File: src/rtl/esdi_pkg.sv
// Shared definitions for the ESDI command initiator: FSM states, serial word
// length and the odd-parity helper used when framing outgoing commands.
package esdi_pkg;

  localparam int ESDI_WORD_BITS = 17;

  typedef enum logic [2:0] {
    IDLE,
    TX_SETUP,
    TX_REQ,
    TX_REL,
    RX_REQ,
    RX_REL,
    WAIT_CC,
    FINISH
  } esdi_state_t;

  // Bit that makes {w, bit} contain an odd number of ones.
  function automatic logic odd_parity(input logic [15:0] w);
    return ~^w;
  endfunction

endpackage

File: src/rtl/esdi_sync2.sv
// Two-flop synchronizer for one asynchronous ESDI drive line.
module esdi_sync2 (
  input  logic clk_i,
  input  logic rst_ni,
  input  logic d_i,
  output logic q_o
);

  logic [1:0] ff_q;

  always_ff @(posedge clk_i or negedge rst_ni) begin
    if (!rst_ni) ff_q <= 2'b00;
    else         ff_q <= {ff_q[0], d_i};
  end

  assign q_o = ff_q[1];

endmodule

File: src/rtl/esdi_cmd_initiator.sv
// ESDI serial command initiator: shifts a 16-bit command plus odd parity to the
// drive, reads back config/status words, then waits for command complete.
// Optional response parity checking is enabled with ESDI_INIT_PARITY_CHECK_EN.
module esdi_cmd_initiator
  import esdi_pkg::*;
#(
  parameter int SETUP_CYCLES   = 6,
  parameter int TIMEOUT_CYCLES = 4000
) (
  input  logic        csr_aclk,
  input  logic        csr_aresetn,
  input  logic        cmd_valid,
  output logic        cmd_ready,
  input  logic [15:0] cmd_word,
  input  logic [2:0]  cmd_resp_words,
  output logic        resp_valid,
  output logic [15:0] resp_word,
  output logic        resp_parity_err,
  output logic        done,
  output logic        timeout,
  output logic        busy,
  output logic        esdi_transfer_req,
  output logic        esdi_command_data,
  input  logic        esdi_transfer_ack,
  input  logic        esdi_confstat_data,
  input  logic        esdi_command_complete
);

  localparam int CW         = $clog2(TIMEOUT_CYCLES + SETUP_CYCLES + 2);
  localparam int BW         = $clog2(ESDI_WORD_BITS);
  localparam int SETUP_LAST = (SETUP_CYCLES > 1) ? SETUP_CYCLES - 1 : 0;

  logic ack_s, conf_s, cc_s;

  esdi_sync2 u_sync_ack  (.clk_i(csr_aclk), .rst_ni(csr_aresetn), .d_i(esdi_transfer_ack),     .q_o(ack_s));
  esdi_sync2 u_sync_conf (.clk_i(csr_aclk), .rst_ni(csr_aresetn), .d_i(esdi_confstat_data),    .q_o(conf_s));
  esdi_sync2 u_sync_cc   (.clk_i(csr_aclk), .rst_ni(csr_aresetn), .d_i(esdi_command_complete), .q_o(cc_s));

  esdi_state_t state_q, state_d;
  logic [CW-1:0] cnt_q, cnt_d;
  logic [BW-1:0] bit_q, bit_d;
  logic [16:0]   tx_q, tx_d, rx_q, rx_d;
  logic [2:0]    rcnt_q, rcnt_d;
  logic          to_q, to_d;
  logic          resp_valid_q, resp_valid_d;
  logic [15:0]   resp_word_q, resp_word_d;
  logic          expired, last_bit;

  assign expired  = (cnt_q == CW'(TIMEOUT_CYCLES));
  assign last_bit = (bit_q == BW'(ESDI_WORD_BITS - 1));

  always_comb begin
    state_d      = state_q;
    bit_d        = bit_q;
    tx_d         = tx_q;
    rx_d         = rx_q;
    rcnt_d       = rcnt_q;
    to_d         = to_q;
    resp_valid_d = 1'b0;
    resp_word_d  = resp_word_q;
    unique case (state_q)
      IDLE: begin
        if (cmd_valid) begin
          tx_d    = {cmd_word, odd_parity(cmd_word)};
          rcnt_d  = cmd_resp_words;
          bit_d   = '0;
          to_d    = 1'b0;
          state_d = TX_SETUP;
        end
      end
      TX_SETUP: begin
        if (cnt_q >= CW'(SETUP_LAST)) state_d = TX_REQ;
      end
      TX_REQ: begin
        if (ack_s)        state_d = TX_REL;
        else if (expired) begin state_d = FINISH; to_d = 1'b1; end
      end
      TX_REL: begin
        if (!ack_s) begin
          if (last_bit) begin
            bit_d   = '0;
            state_d = (rcnt_q != 3'd0) ? RX_REQ : WAIT_CC;
          end else begin
            bit_d   = bit_q + BW'(1);
            tx_d    = {tx_q[15:0], 1'b0};
            state_d = TX_SETUP;
          end
        end else if (expired) begin
          state_d = FINISH;
          to_d    = 1'b1;
        end
      end
      RX_REQ: begin
        if (ack_s) begin
          rx_d    = {rx_q[15:0], conf_s};
          state_d = RX_REL;
        end else if (expired) begin
          state_d = FINISH;
          to_d    = 1'b1;
        end
      end
      RX_REL: begin
        // The 17th (parity) bit is already in rx_q once its ack drops.
        if (!ack_s) begin
          if (last_bit) begin
            resp_valid_d = 1'b1;
            resp_word_d  = rx_q[16:1];
            rcnt_d       = rcnt_q - 3'd1;
            bit_d        = '0;
            state_d      = (rcnt_q > 3'd1) ? RX_REQ : WAIT_CC;
          end else begin
            bit_d   = bit_q + BW'(1);
            state_d = RX_REQ;
          end
        end else if (expired) begin
          state_d = FINISH;
          to_d    = 1'b1;
        end
      end
      WAIT_CC: begin
        if (cc_s)         state_d = FINISH;
        else if (expired) begin state_d = FINISH; to_d = 1'b1; end
      end
      FINISH:  state_d = IDLE;
      default: state_d = IDLE;
    endcase
    cnt_d = (state_d != state_q || state_q == IDLE) ? '0 : cnt_q + CW'(1);
  end

  always_ff @(posedge csr_aclk or negedge csr_aresetn) begin
    if (!csr_aresetn) begin
      state_q      <= IDLE;
      cnt_q        <= '0;
      bit_q        <= '0;
      tx_q         <= '0;
      rx_q         <= '0;
      rcnt_q       <= '0;
      to_q         <= 1'b0;
      resp_valid_q <= 1'b0;
      resp_word_q  <= '0;
    end else begin
      state_q      <= state_d;
      cnt_q        <= cnt_d;
      bit_q        <= bit_d;
      tx_q         <= tx_d;
      rx_q         <= rx_d;
      rcnt_q       <= rcnt_d;
      to_q         <= to_d;
      resp_valid_q <= resp_valid_d;
      resp_word_q  <= resp_word_d;
    end
  end

`ifdef ESDI_INIT_PARITY_CHECK_EN
  // Flags a received word whose 17 bits carry an even number of ones.
  logic perr_q;
  always_ff @(posedge csr_aclk or negedge csr_aresetn) begin
    if (!csr_aresetn) perr_q <= 1'b0;
    else              perr_q <= resp_valid_d & ~(^rx_q);
  end
  assign resp_parity_err = perr_q;
`else
  assign resp_parity_err = 1'b0;
`endif

  assign cmd_ready         = (state_q == IDLE);
  assign busy              = (state_q != IDLE);
  assign esdi_transfer_req = (state_q == TX_REQ) || (state_q == RX_REQ);
  assign esdi_command_data = (state_q inside {TX_SETUP, TX_REQ, TX_REL}) & tx_q[16];
  assign done              = (state_q == FINISH);
  assign timeout           = (state_q == FINISH) & to_q;
  assign resp_valid        = resp_valid_q;
  assign resp_word         = resp_word_q;

endmodule

File: config.mk
export PLATFORM = sky130hd
export DESIGN_NAME = esdi_cmd_initiator
export DESIGN_NICKNAME = d
export VERILOG_FILES = /design/src/rtl/esdi_pkg.sv /design/src/rtl/esdi_sync2.sv /design/src/rtl/esdi_cmd_initiator.sv
export SDC_FILE = /design/constraint.sdc
export NUM_CORES = 1
export LEC_CHECK = 0
export CORE_MARGIN = 2
export CORE_UTILIZATION = 56
export DETAILED_ROUTE_END_ITERATION = 10
export GPL_ROUTABILITY_DRIVEN = 1
export PLACE_DENSITY = 0.79
export RECOVER_POWER = 50
export REMOVE_ABC_BUFFERS = 1
export SLEW_MARGIN = 20
export SYNTH_ARGS = -nofsm -noshare
export SYNTH_HDL_FRONTEND = slang
export SYNTH_SLANG_ARGS = --single-unit
File: constraint.sdc
create_clock -name csr_aclk -period 2.71 [get_ports csr_aclk]
set_input_delay 0.6775 -clock csr_aclk [delete_from_list [all_inputs] [get_ports csr_aclk]]
set_output_delay 0.6775 -clock csr_aclk [all_outputs]
set_load 0.005 [all_outputs]
==> out/summary.txt <==
status -> complete, but fails checks
failing checks -> capacitance limit, slew limit
fin crit period -> 2586 ps
fin cells -> 519
most frequent cells in the layout -> 80 x dfrtp_1, 43 x clkdlybuf4s50_1, 34 x mux2_2, 33 x nor2_1, 26 x a21oi_1
Die ar. -> 0.007948 mm^2
Cell Chain, Critical Path -> buf_4 -> nand2_1 -> nor2_1 -> and2_1 -> clkdlybuf4s50_1
Area after DPL -> 0.004644 mm^2
fin util -> 0.6760
Worst slew margin -> -0.2013
first-pass GRT wire length -> 13,070 um
CTS tree -> built
CP Launch Type -> flip-flop
Tcrit/Tclk final -> 0.9544
Pwr per Cell Area -> 737.8 mW/mm^2
worst-path fanout max -> 24
CTS Buf Count -> 9
crit path capture -> timeout
met2 global-route usage -> 0.3374
RSZ-0062 raised after global routing -> no
ratio of cells with drive above 1 in the final layout -> 0.1905
WL per Instance -> 14.72 um
largest cells by area after synthesis -> dfrtp_1 50%, mux2_2 9.4%, xnor2_1 4.7%, mux2i_1 4.2%, nor2_1 3.2%
r2r setup slk -> 290 ps
initial antenna violation count -> 0
reg2reg path depth -> 8
Final Max Slew Viols -> 32
TNS Setup -> 0 ps
Ports -> 49
HP Class -> reg -> reg
fmax -> 386.7 MHz
slowest CP cell -> clkdlybuf4s50_1
DRC Markers -> 0
reg2reg start -> cnt_q[0]
met1 usage -> 0.2905
die outline width -> 89.15 um
critical path startpoint -> state_q[1]
Global Route Usage Sum -> 0.2115
final setup fails -> 0
Netlist cell types -> 51
total routed wirelength -> 7641 um
number of H-tree levels -> 3
most common cell after layout, fill and taps aside -> dfrtp_1
DRT Pass-1 Iters -> 4
sequential cell area fraction in the yosys report -> 0.4992
worst slew pin tran -> 1802 ps
final estimated routing congestion in global placement -> 0.8337
Crit path largest cell delay -> 490 ps
leakage power -> 2.166 nW
Critical Path AT -> 1910 ps
fin area -> 0.004825 mm^2
share of the synthesized area in the top cell type -> 0.4992
CTS root buf -> clkbuf_8
Area growth syn-to-layout -> 18.83%
hold depth -> 0
Synth Instances -> 365
FFs w/ async S/R, synth -> 1.000
Die Y -> 89.15 um
Max Clock Skew -> 11.69 ps
Clock Pin Slew Worst Setup and Hold Paths -> 90 ps
vias in the first global route -> 2,776
via count -> 2,876
Yosys top cell by area -> dfrtp_1
Post-DRT Antenna Nets -> 0
Critical Path End Type -> output pin
Sink Count -> 81
final hold slack -> 348.6 ps
placed cells -> 503
CP required -> 2030 ps
initial core utilization -> 0.5689
met3 usage -> 0.06279
worst reg2reg endpoint -> cnt_q[2]
Post-CTS Repair Setup Buffers -> 0
EDFF count, synth -> 0
Final Hold Viols -> 0
initial drt markers -> 178
Core Area -> 0.007137 mm^2
Synth Flop Type -> dfrtp_1
worst-skew pair later-pin latency -> 360 ps
Ys Warns -> 0
Mapped Area -> 0.004060 mm^2
Max VDD drop -> 565.3 uV
Avg Cell Area, Syn -> 11.12 um^2
post-synthesis sequential element count -> 81
final net count -> 448
layer with the highest usage -> met2
largest net degree at the start of global routing -> 51
PortBufs -> 47
grt total ovfl -> 0
Rows -> 31
via/cell ratio -> 5.541
antenna cells -> 0
kind of critical path -> reg -> out
Max Cap Viol -> 1
Post-DP HPWL -> 5205 um
CTS Hold Bufs -> 0
worst-case clock buffer depth -> 2
==> sequential cells by signal (all words and copies together), names as in the netlist <==
signal and cells:
rx_q 17, rcnt_q 3, resp_valid 1, u_sync_conf.ff_q 2
u_sync_ack.ff_q 2, resp_word 16, tx_q 17, state_q 3
to_q 1, u_sync_cc.ff_q 2, bit_q 5, cnt_q 12
==> area by class of cell <==
cell class                 instances  area, um^2
clock buffer                       9       123.9
clock inverter                     7       60.06
fill                             564        2312
inverter                          11       41.29
multi-input combinational        251        1869
sequential                        81        2028
tap                               99       123.9
timing repair buffer              61       578.1
==> through the flow <==
| step | total power, W | setup slack, ps |
|---|---|---|
| floorplan | 0.002345 | -339.3 |
| CTS | 0.003581 | 90.65 |
| global placement | 0.002691 | 180.8 |
| detailed placement | 0.002744 | 119.4 |
| global route | 0.003804 | 3.655 |
| finish | 0.003559 | 123.7 |
==> Yosys cell counts (9+ instances only) <==
cell type,count
dfrtp_1,81
nor2_1,35
mux2_2,34
a21oi_1,26
xnor2_1,22
mux2i_1,17
o21ai_0,12
clkbuf_1,11
inv_1,11
nand3_1,10
nor3_1,9
==> how the worst min path moves through the flow <==
stage,startpoint,slack [ps],end
final,u_sync_conf.ff_q[0],350,u_sync_conf.ff_q[1]
after CTS,csr_aresetn,260,tx_q[3]
after floorplan,u_sync_ack.ff_q[0],330,u_sync_ack.ff_q[1]
after global placement,u_sync_ack.ff_q[0],330,u_sync_ack.ff_q[1]
after global routing,u_sync_conf.ff_q[0],350,u_sync_conf.ff_q[1]
after detailed placement,u_sync_conf.ff_q[0],340,u_sync_conf.ff_q[1]
==> critical path, delay by kind of cell (launching register included) <==
family | cells | cell delay, ps
simple gates | 3 | 420
buf+inv | 2 | 760
flops | 1 | 370
==> timing repair <==
item | 4_1_cts | 5_1_grt
hold endpoints to repair | 0 | 0
setup endpoints to repair | 0 | 2
resized for setup | 0 | 2
==> logic make-up after synthesis <==
group	count (synthesis)	share of synthesized area
flops	81	0.4992
fa+ha+maj	8	0.02465
other cells	1	0.0009236
xor+xnor	28	0.06040
simple gates	103	0.1448
compound gates	60	0.09091
buf+inv	33	0.04283
mux	51	0.1362
==> routing by layer <==
layer	share of wire	wire length [um]
met5	0	0
met1	0.44	3366
met3	0.051	386
met2	0.50	3822
met4	0.0085	65
==> where the power goes <==
group	leakage, nW	internal (W)	switching [W]
combinational	1.03	0.000513	0.000666
clock	0.0848	0.000348	0.000485
sequential	1.05	0.00140	0.000143
Note: power is estimated with default switching activity, not from simulation.
